<file path="config.mk">
export PLATFORM = sky130hd
export DESIGN_NAME = memory_arbiter
export DESIGN_NICKNAME = d
export VERILOG_FILES = /design/src/rtl/memory_arbiter_pkg.sv /design/src/rtl/mem_req_port.sv /design/src/rtl/memory_arbiter.sv
export SDC_FILE = /design/constraint.sdc
export NUM_CORES = 1
export LEC_CHECK = 0
export CAP_MARGIN = 20
export CELL_PAD_IN_SITES_DETAIL_PLACEMENT = 1
export CELL_PAD_IN_SITES_GLOBAL_PLACEMENT = 1
export CORE_UTILIZATION = 37
export DETAILED_ROUTE_END_ITERATION = 10
export PLACE_DENSITY = 0.92
export SETUP_SLACK_MARGIN = 0.5
export SYNTH_ARGS = -nofsm -noshare
export SYNTH_HDL_FRONTEND = slang
export SYNTH_HIERARCHICAL = 1
export SYNTH_SLANG_ARGS = --single-unit
</file>
<file path="constraint.sdc">
create_clock -name clk -period 4.35 [get_ports clk]
set_input_delay 0.87 -clock clk [delete_from_list [all_inputs] [get_ports clk]]
set_output_delay 0.87 -clock clk [all_outputs]
set_load 0.01 [all_outputs]
</file>
<file path="src/rtl/memory_arbiter_pkg.sv">
// Shared widths, FSM state encoding and request record for the two-port
// MemoryUnit arbiter.
package memory_arbiter_pkg;

    localparam int ADDR_W          = 27;
    localparam int DATA_W          = 32;
    localparam int DEFAULT_TIMEOUT = 4096;
    localparam int DEFAULT_TO_W    = 13;

    typedef enum logic [1:0] {
        ST_IDLE  = 2'd0,
        ST_ISSUE = 2'd1,
        ST_WAIT  = 2'd2,
        ST_DONE  = 2'd3
    } state_e;

    typedef struct packed {
        logic [ADDR_W-1:0] address;
        logic [DATA_W-1:0] data;
        logic              we;
    } req_t;

endpackage

</file>
<file path="src/rtl/mem_req_port.sv">
// One requester slot: arm/capture latch, pending flag, and the registered
// done pulse / read data returned to the requester.
module mem_req_port
    import memory_arbiter_pkg::*;
(
    input  logic              clk,
    input  logic              reset,
    input  logic              start,
    input  logic [ADDR_W-1:0] address,
    input  logic [DATA_W-1:0] data,
    input  logic              we,
    input  logic              complete,
    input  logic [DATA_W-1:0] complete_q,
    output logic              busy,
    output logic              done,
    output logic [DATA_W-1:0] q,
    output req_t              req
);

    logic              armed_q, armed_d;
    logic              pending_q, pending_d;
    logic              done_q, done_d;
    logic [DATA_W-1:0] q_q, q_d;
    req_t              req_q, req_d;
    logic              capture;

    always_comb begin
        capture   = armed_q && !pending_q && start;
        armed_d   = armed_q;
        pending_d = pending_q;
        req_d     = req_q;
        done_d    = complete;
        q_d       = q_q;
        // Disarm on capture so a start level held past done cannot re-issue.
        if (capture) begin
            armed_d       = 1'b0;
            pending_d     = 1'b1;
            req_d.address = address;
            req_d.data    = data;
            req_d.we      = we;
        end else if (!start) begin
            armed_d = 1'b1;
        end
        if (complete) begin
            pending_d = 1'b0;
            q_d       = complete_q;
        end
    end

    always_ff @(posedge clk or posedge reset) begin
        if (reset) begin
            armed_q   <= 1'b1;
            pending_q <= 1'b0;
            done_q    <= 1'b0;
            q_q       <= '0;
            req_q     <= '0;
        end else begin
            armed_q   <= armed_d;
            pending_q <= pending_d;
            done_q    <= done_d;
            q_q       <= q_d;
            req_q     <= req_d;
        end
    end

    assign busy = pending_q;
    assign done = done_q;
    assign q    = q_q;
    assign req  = req_q;

endmodule

</file>
<file path="src/rtl/memory_arbiter.sv">
// Shares one MemoryUnit port between CPU (port 0) and DMA (port 1): arbitration,
// start/busy sequencing with a per-phase timeout, and done/q return.
module memory_arbiter
    import memory_arbiter_pkg::*;
#(
    parameter bit FIXED_PRIO = 1'b0,
    parameter int TIMEOUT    = DEFAULT_TIMEOUT,
    parameter int TO_W       = DEFAULT_TO_W
) (
    input  logic              clk,
    input  logic              reset,
    input  logic [ADDR_W-1:0] r0_address,
    input  logic [DATA_W-1:0] r0_data,
    input  logic              r0_we,
    input  logic              r0_start,
    output logic              r0_busy,
    output logic              r0_done,
    output logic [DATA_W-1:0] r0_q,
    input  logic [ADDR_W-1:0] r1_address,
    input  logic [DATA_W-1:0] r1_data,
    input  logic              r1_we,
    input  logic              r1_start,
    output logic              r1_busy,
    output logic              r1_done,
    output logic [DATA_W-1:0] r1_q,
    output logic [ADDR_W-1:0] m_address,
    output logic [DATA_W-1:0] m_data,
    output logic              m_we,
    output logic              m_start,
    input  logic              m_busy,
    input  logic [DATA_W-1:0] m_q,
    input  logic              m_init_done,
    output logic              timeout_err,
    output state_e            dbg_state
);

    // Handshake: m_start rises on grant and stays high until MemoryUnit has
    // raised and then dropped m_busy; it falls on the same edge the FSM enters
    // DONE, so the MemoryUnit's next negedge sample never sees a stale start.

    state_e            state_q, state_d;
    logic              grant_q, grant_d;
    logic              prio_q, prio_d;
    logic [TO_W-1:0]   cnt_q, cnt_d;
    logic              to_flag_q, to_flag_d;
    logic              terr_q, terr_d;
    logic              win, expired;
    logic              cpl0, cpl1;
    logic [DATA_W-1:0] cpl_q;
    req_t              req0, req1, sel;

    assign cpl0  = (state_q == ST_DONE) && !grant_q;
    assign cpl1  = (state_q == ST_DONE) && grant_q;
    assign cpl_q = to_flag_q ? '0 : m_q;

    mem_req_port u_port0 (
        .clk(clk), .reset(reset), .start(r0_start), .address(r0_address),
        .data(r0_data), .we(r0_we), .complete(cpl0), .complete_q(cpl_q),
        .busy(r0_busy), .done(r0_done), .q(r0_q), .req(req0)
    );

    mem_req_port u_port1 (
        .clk(clk), .reset(reset), .start(r1_start), .address(r1_address),
        .data(r1_data), .we(r1_we), .complete(cpl1), .complete_q(cpl_q),
        .busy(r1_busy), .done(r1_done), .q(r1_q), .req(req1)
    );

    always_comb begin
        state_d   = state_q;
        grant_d   = grant_q;
        prio_d    = prio_q;
        to_flag_d = to_flag_q;
        terr_d    = 1'b0;
        win       = 1'b0;
        expired   = (cnt_q == TO_W'(TIMEOUT - 1));
        case (state_q)
            ST_IDLE: begin
                if (m_init_done && (r0_busy || r1_busy)) begin
                    if (r0_busy && r1_busy) win = FIXED_PRIO ? 1'b0 : prio_q;
                    else                    win = r1_busy;
                    grant_d   = win;
                    prio_d    = ~win;
                    to_flag_d = 1'b0;
                    state_d   = ST_ISSUE;
                end
            end
            ST_ISSUE: begin
                if (expired) begin
                    to_flag_d = 1'b1;
                    state_d   = ST_DONE;
                end else if (m_busy) begin
                    state_d = ST_WAIT;
                end
            end
            ST_WAIT: begin
                if (expired) begin
                    to_flag_d = 1'b1;
                    state_d   = ST_DONE;
                end else if (!m_busy) begin
                    state_d = ST_DONE;
                end
            end
            ST_DONE: begin
                terr_d  = to_flag_q;
                state_d = ST_IDLE;
            end
            default: state_d = ST_IDLE;
        endcase
        // The timeout window restarts on every state entry.
        if (state_d != state_q)
            cnt_d = '0;
        else if (state_q == ST_ISSUE || state_q == ST_WAIT)
            cnt_d = cnt_q + TO_W'(1);
        else
            cnt_d = cnt_q;
    end

    always_ff @(posedge clk or posedge reset) begin
        if (reset) begin
            state_q   <= ST_IDLE;
            grant_q   <= 1'b0;
            prio_q    <= 1'b0;
            cnt_q     <= '0;
            to_flag_q <= 1'b0;
            terr_q    <= 1'b0;
        end else begin
            state_q   <= state_d;
            grant_q   <= grant_d;
            prio_q    <= prio_d;
            cnt_q     <= cnt_d;
            to_flag_q <= to_flag_d;
            terr_q    <= terr_d;
        end
    end

    always_comb begin
        sel       = grant_q ? req1 : req0;
        m_start   = (state_q == ST_ISSUE) || (state_q == ST_WAIT);
        m_address = '0;
        m_data    = '0;
        m_we      = 1'b0;
        if (state_q != ST_IDLE) begin
            m_address = sel.address;
            m_data    = sel.data;
            m_we      = sel.we;
        end
    end

    assign timeout_err = terr_q;
    assign dbg_state   = state_q;

endmodule
</file>
Yosys cells after proc, flatten, opt, wreduce, memory -nomap -nowiden:

Cells that the tools add are included.

* input port bits: 158
* output and inout bits: 132
* logic and storage cells: 81
* register bits after elaboration: 209

* equality and inequality tests: 9
* reductions and logical operators: 22
* bitwise logic cells: 1
* multiplexer cells: 28
* $add $sub $neg: 1

Operators with widths (count)
* $mux 32: 2
* $mux 60: 1
* $mux 27: 1
* $mux 13: 2
* $mux 1: 15
* $add 13x1->13 const B: 1
* $eq 13x12->1 const B: 1
* $mux 2: 5
* $reduce_bool 2->1: 5
* $logic_and 1x1->1: 8
* $pmux 2 s4: 1
* $ne 2x1->1 const B: 3
* $eq 2x2->1 const B: 2
* $logic_not 1->1: 3
* $reduce_and 3->1: 1
* $eq 2x1->1 const B: 1
* $logic_not 2->1: 1
* $logic_or 1x1->1: 2
* $ne 2x2->1: 1
* $ne 2x2->1 const B: 1
* $pmux 1 s2: 1
* $reduce_and 2->1: 1
* $reduce_or 2->1: 1
* $not 1->1: 1

Logic depth before layout (Yosys ltp):

* word-level depth: 6
* mapped depth: 9
* depth with buffers taken out: 7

Modules after synthesis:

Netlist, hierarchy kept.

By module, submodules not included
* mem_req_port: area an instance 3575.9 µm², cells an instance 203, instances 2
* memory_arbiter: area an instance 2337.2 µm², cells an instance 288, instances 1

Worst setup path before layout:

Ideal clock, no wire load.

* path type: reg2out
* start: register state_q[0] (netlist: dbg_state[0])
* end: output port m_address[10]
* slack: 1.873 ns
* required time: 3.480 ns
* stages on the path, launching flop included: 7
* data arrival time: 1.607 ns
* buffers on the path: 3
* cells stage by stage: dfrtp_1 > inv_1 > ha_1 > buf_2 > buf_1 > buf_1 > nor2_1

* word-level cells in the longest chain between the ends: 2

Ends and longest elaborated chain
* start, declared: RTL line memory_arbiter.sv:41 `state_e state_q, state_d;`
* start signal, assigned: RTL line memory_arbiter.sv:127 `state_q <= state_d;`
* $reduce_bool 2->1: RTL line memory_arbiter.sv:142 `if (state_q != ST_IDLE) begin`
* $mux 27: RTL line memory_arbiter.sv:142
* end, declared: RTL line memory_arbiter.sv:26 `output logic [ADDR_W-1:0] m_address,`

No other way between the ends.

Worst setup path in the final report:

* start: register state_q[0] (netlist: dbg_state[0])
* end: output port m_address[25]

The elaborated chain is that of the path after synthesis.

==> results by group <==
Run status
  – Status: finished clean

Pwr
  – Leak pwr: 5.88 nW
  – Pwr/cell area: 734 mW/mm^2
  – Max IR drop VDD: 0.000410 V

STA
  – Hold WS: 0.502 ns
  – Final Max Slew Viols: 0
  – Crit share post-route: 83.0%
  – Sum Neg Setup Slack: 0 ns
  – Unrepaired setup endpoints after global routing: no
  – Worst rel slew slack: 31.7%
  – Setup ws final: 0.738 ns
  – Final hold vios: 0
  – Setup Skew: 0.0123 ns
  – Worst slew pin tran: 1.03 ns
  – Fin crit period: 3.61 ns
  – Setup violations, final: 0
  – Max Fclk: 277 MHz

Setup path
  – CP required: 3.48 ns
  – Worst-path fanout max: 36
  – CP Launch Type: flip-flop
  – Critical Path AT: 2.74 ns
  – CP Class: flip-flop to output port
  – Reg2Reg Depth: 10
  – Crit path capture type: output port

Drt
  – DR top layer: met4
  – Routed wire length: 26.9 mm
  – Drt pass-1 iters: 4
  – DRC violations left: 0
  – Antenna viol nets, final: 0
  – DR WL met2: 13.9 mm
  – WL/cell: 20.3 um
  – Met3 wire length: 1.27 mm
  – Detail-routed via count per cell: 4.93
  – Starting DRT DRC Count: 243
  – Via Count: 6543
  – M1 WL: 10.6 mm

GRT
  – First-pass GRT wire length: 42.1 mm
  – Pin count of the biggest net entering global routing: 64
  – GRT overflow: 0
  – Initial antenna violation count: 2
  – GRT Total Usage: 20.5%
  – Vias in the first global route: 7405

Placement
  – Place WS: 1.01 ns
  – Gpl congestion: 0.772
  – DP Area: 0.0126 sq mm
  – Detail Placement HPWL: 18.6 mm
  – Port bufs: 289

Yosys
  – Number of distinct library cells after synthesis: 44
  – Yosys warnings: 6
  – Syn_area_per_cell: 13.7 sq um
  – XOR/XNOR share of the synthesized area: 1.11%
  – Post-synth EDFFs: 0
  – Yosys reg bits: 209
  – Mux cell area share after synthesis: 28.9%
  – Area share of the largest cell type after synthesis: 54.6%
  – Main combinational cell family by area after synthesis: multiplexers
  – Largest area contributor in the netlist: dfrtp_1
  – Synthesized instance count: 694
  – Post-synthesis compound-gate area fraction: 1.29%
  – Async S/R FF share, synth: 100%
  – Net Count, Synth: 859
  – Synth Flop Type: dfrtp_1
  – Adder-Cell Fraction of Synth Area: 0.923%
  – Synth Area in Simple Gates: 9.11%
  – Sequential fraction of the synthesis area: 55.1%
  – Cell area after synthesis: 0.00949 sq mm
  – Synth area leaders: dfrtp_1 55%, mux2_2 21%, mux2i_1 6.4%

Job
  – Maxcap violations: 0

Clocking
  – Clk slew on worst S/H paths: 0.06 ns
  – H-Tree Level Count: 1
  – Postcts setup bufs: 0
  – Cts hold-fix bufs: 0
  – Cts bufs inserted: 24
  – Clk root buf: clkbuf_16
  – Maximum clock path buffer count: 3
  – TritonCTS clock tree: yes
  – Clock Latency Late Sink: 0.51 ns
  – Clock Sinks: 209
  – Post-cts sizing count: 1

Finish
  – P&R area growth vs syn: 41.2%
  – Most frequent cells in the layout: 289 x clkdlybuf4s50_1, 206 x dfrtp_1, 174 x mux2_2
  – Commonest non-fill, non-tap cell in the layout: clkdlybuf4s50_1
  – Share of cells above drive strength 1: 26.5%
  – Layout Nets: 1143
  – Final instance area: 0.0134 sq mm

Die
  – I/O Pins: 290
  – # rows: 58
  – Die area: 0.0263 sq mm
  – Height of the chip: 162 um
  – Die Width: 162 um
  – Placeable Area: 0.0252 sq mm
  – Initial Utilization: 37.7%

Hold path
  – Hold Crit Depth: 2
  – Worst Hold Class: flip-flop to flip-flop
-- per-layer routing --
metal,global-route usage (%),vias to the layer above
met4,9.35,0
li1,-,2968
met5,0,-
met1,24.7,3341
met2,35.6,176
met3,3.75,58
-- report_power, final --
| group | switching, W | internal, W |
|---|---|---|
| Clock | 0.000809 | 0.00114 |
| Combinational | 0.00188 | 0.00259 |
| Sequential | 0.000560 | 0.00286 |
| Total | 0.00325 | 0.00659 |
-- final timing paths --
kind                                             startpoint                          end  slack (ns)
worst min-delay path            u_port1/armed_q$_DFFE_PP1P_  u_port1/armed_q$_DFFE_PP1P_        0.50
worst max-delay path                 dbg_state[0]$_DFF_PP0_                m_address[25]        0.74
min in group asynchronous                             reset    u_port1/q[28]$_DFFE_PP0P_        0.93
max in group asynchronous                             reset  u_port0/req[10]$_DFFE_PP0P_        2.62
worst max register to register       dbg_state[0]$_DFF_PP0_         cnt_q[2]$_DFFE_PP0P_        1.56
worst min register to register  u_port1/armed_q$_DFFE_PP1P_  u_port1/armed_q$_DFFE_PP1P_        0.50
-- sequential cells by signal (all words and copies together), names as in the netlist --
register	count
prio_q	1
u_port0/armed_q	1
u_port0/req	60
to_flag_q	1
u_port1/armed_q	1
cnt_q	13
timeout_err	1
u_port0/q	32
grant_q	1
u_port0/busy	1
u_port1/q	32
dbg_state	2
u_port1/busy	1
u_port0/done	1
u_port1/done	1
u_port1/req	60
-- final cells by class --
type / instances / area, sq um
flip-flops and latches: 209 / 5240
multi-input cells: 437 / 3940
fillers: 2518 / 11800
repair buffers: 299 / 3010
diodes: 2 / 5.00
clock inverters: 14 / 101
inverters: 7 / 31.3
clock buffers: 29 / 661
well taps: 330 / 413
-- synth_stat cells (5+ instances only) --
library cell / instances
clkbuf_1: 7
nand2_1: 9
nor3_1: 8
nand3_1: 5
buf_1: 5
inv_1: 7
dfrtp_1: 207
xnor2_1: 7
a21oi_1: 5
mux2_4: 10
buf_2: 15
ha_1: 7
xor2_1: 5
nor2_1: 69
clkbuf_8: 12
mux2_2: 174
nor2b_1: 34
nor3_2: 10
mux2i_1: 61
-- kinds of logic after synthesis --
kind of cell | count (synthesis)
AO/OA/AOI/OAI | 18
XOR/XNOR | 12
adder cells (fa/ha/maj) | 7
buffers and inverters | 48
flip-flops | 209
multiplexers | 246
AND/OR/NAND/NOR | 154
-- worst max-delay path, stage by stage (launching register included) --
cell and delay, ns:
dfrtp_1 0.48, inv_1 0.22, ha_4 0.45, buf_4 0.42, nor2_1 0.12, clkdlybuf4s50_1 0.52
-- metrics by stage --
stage,total power (W),instances,util [%]
after global routing,0.0104,1327,53.2
after floorplan,0.00577,694,-
after detailed placement,0.00792,1281,50.0
final,0.00984,1327,53.2
after CTS,0.00995,1324,53.1
after global placement,0.00768,1281,50.0
Power figures use the tool's default switching activity.
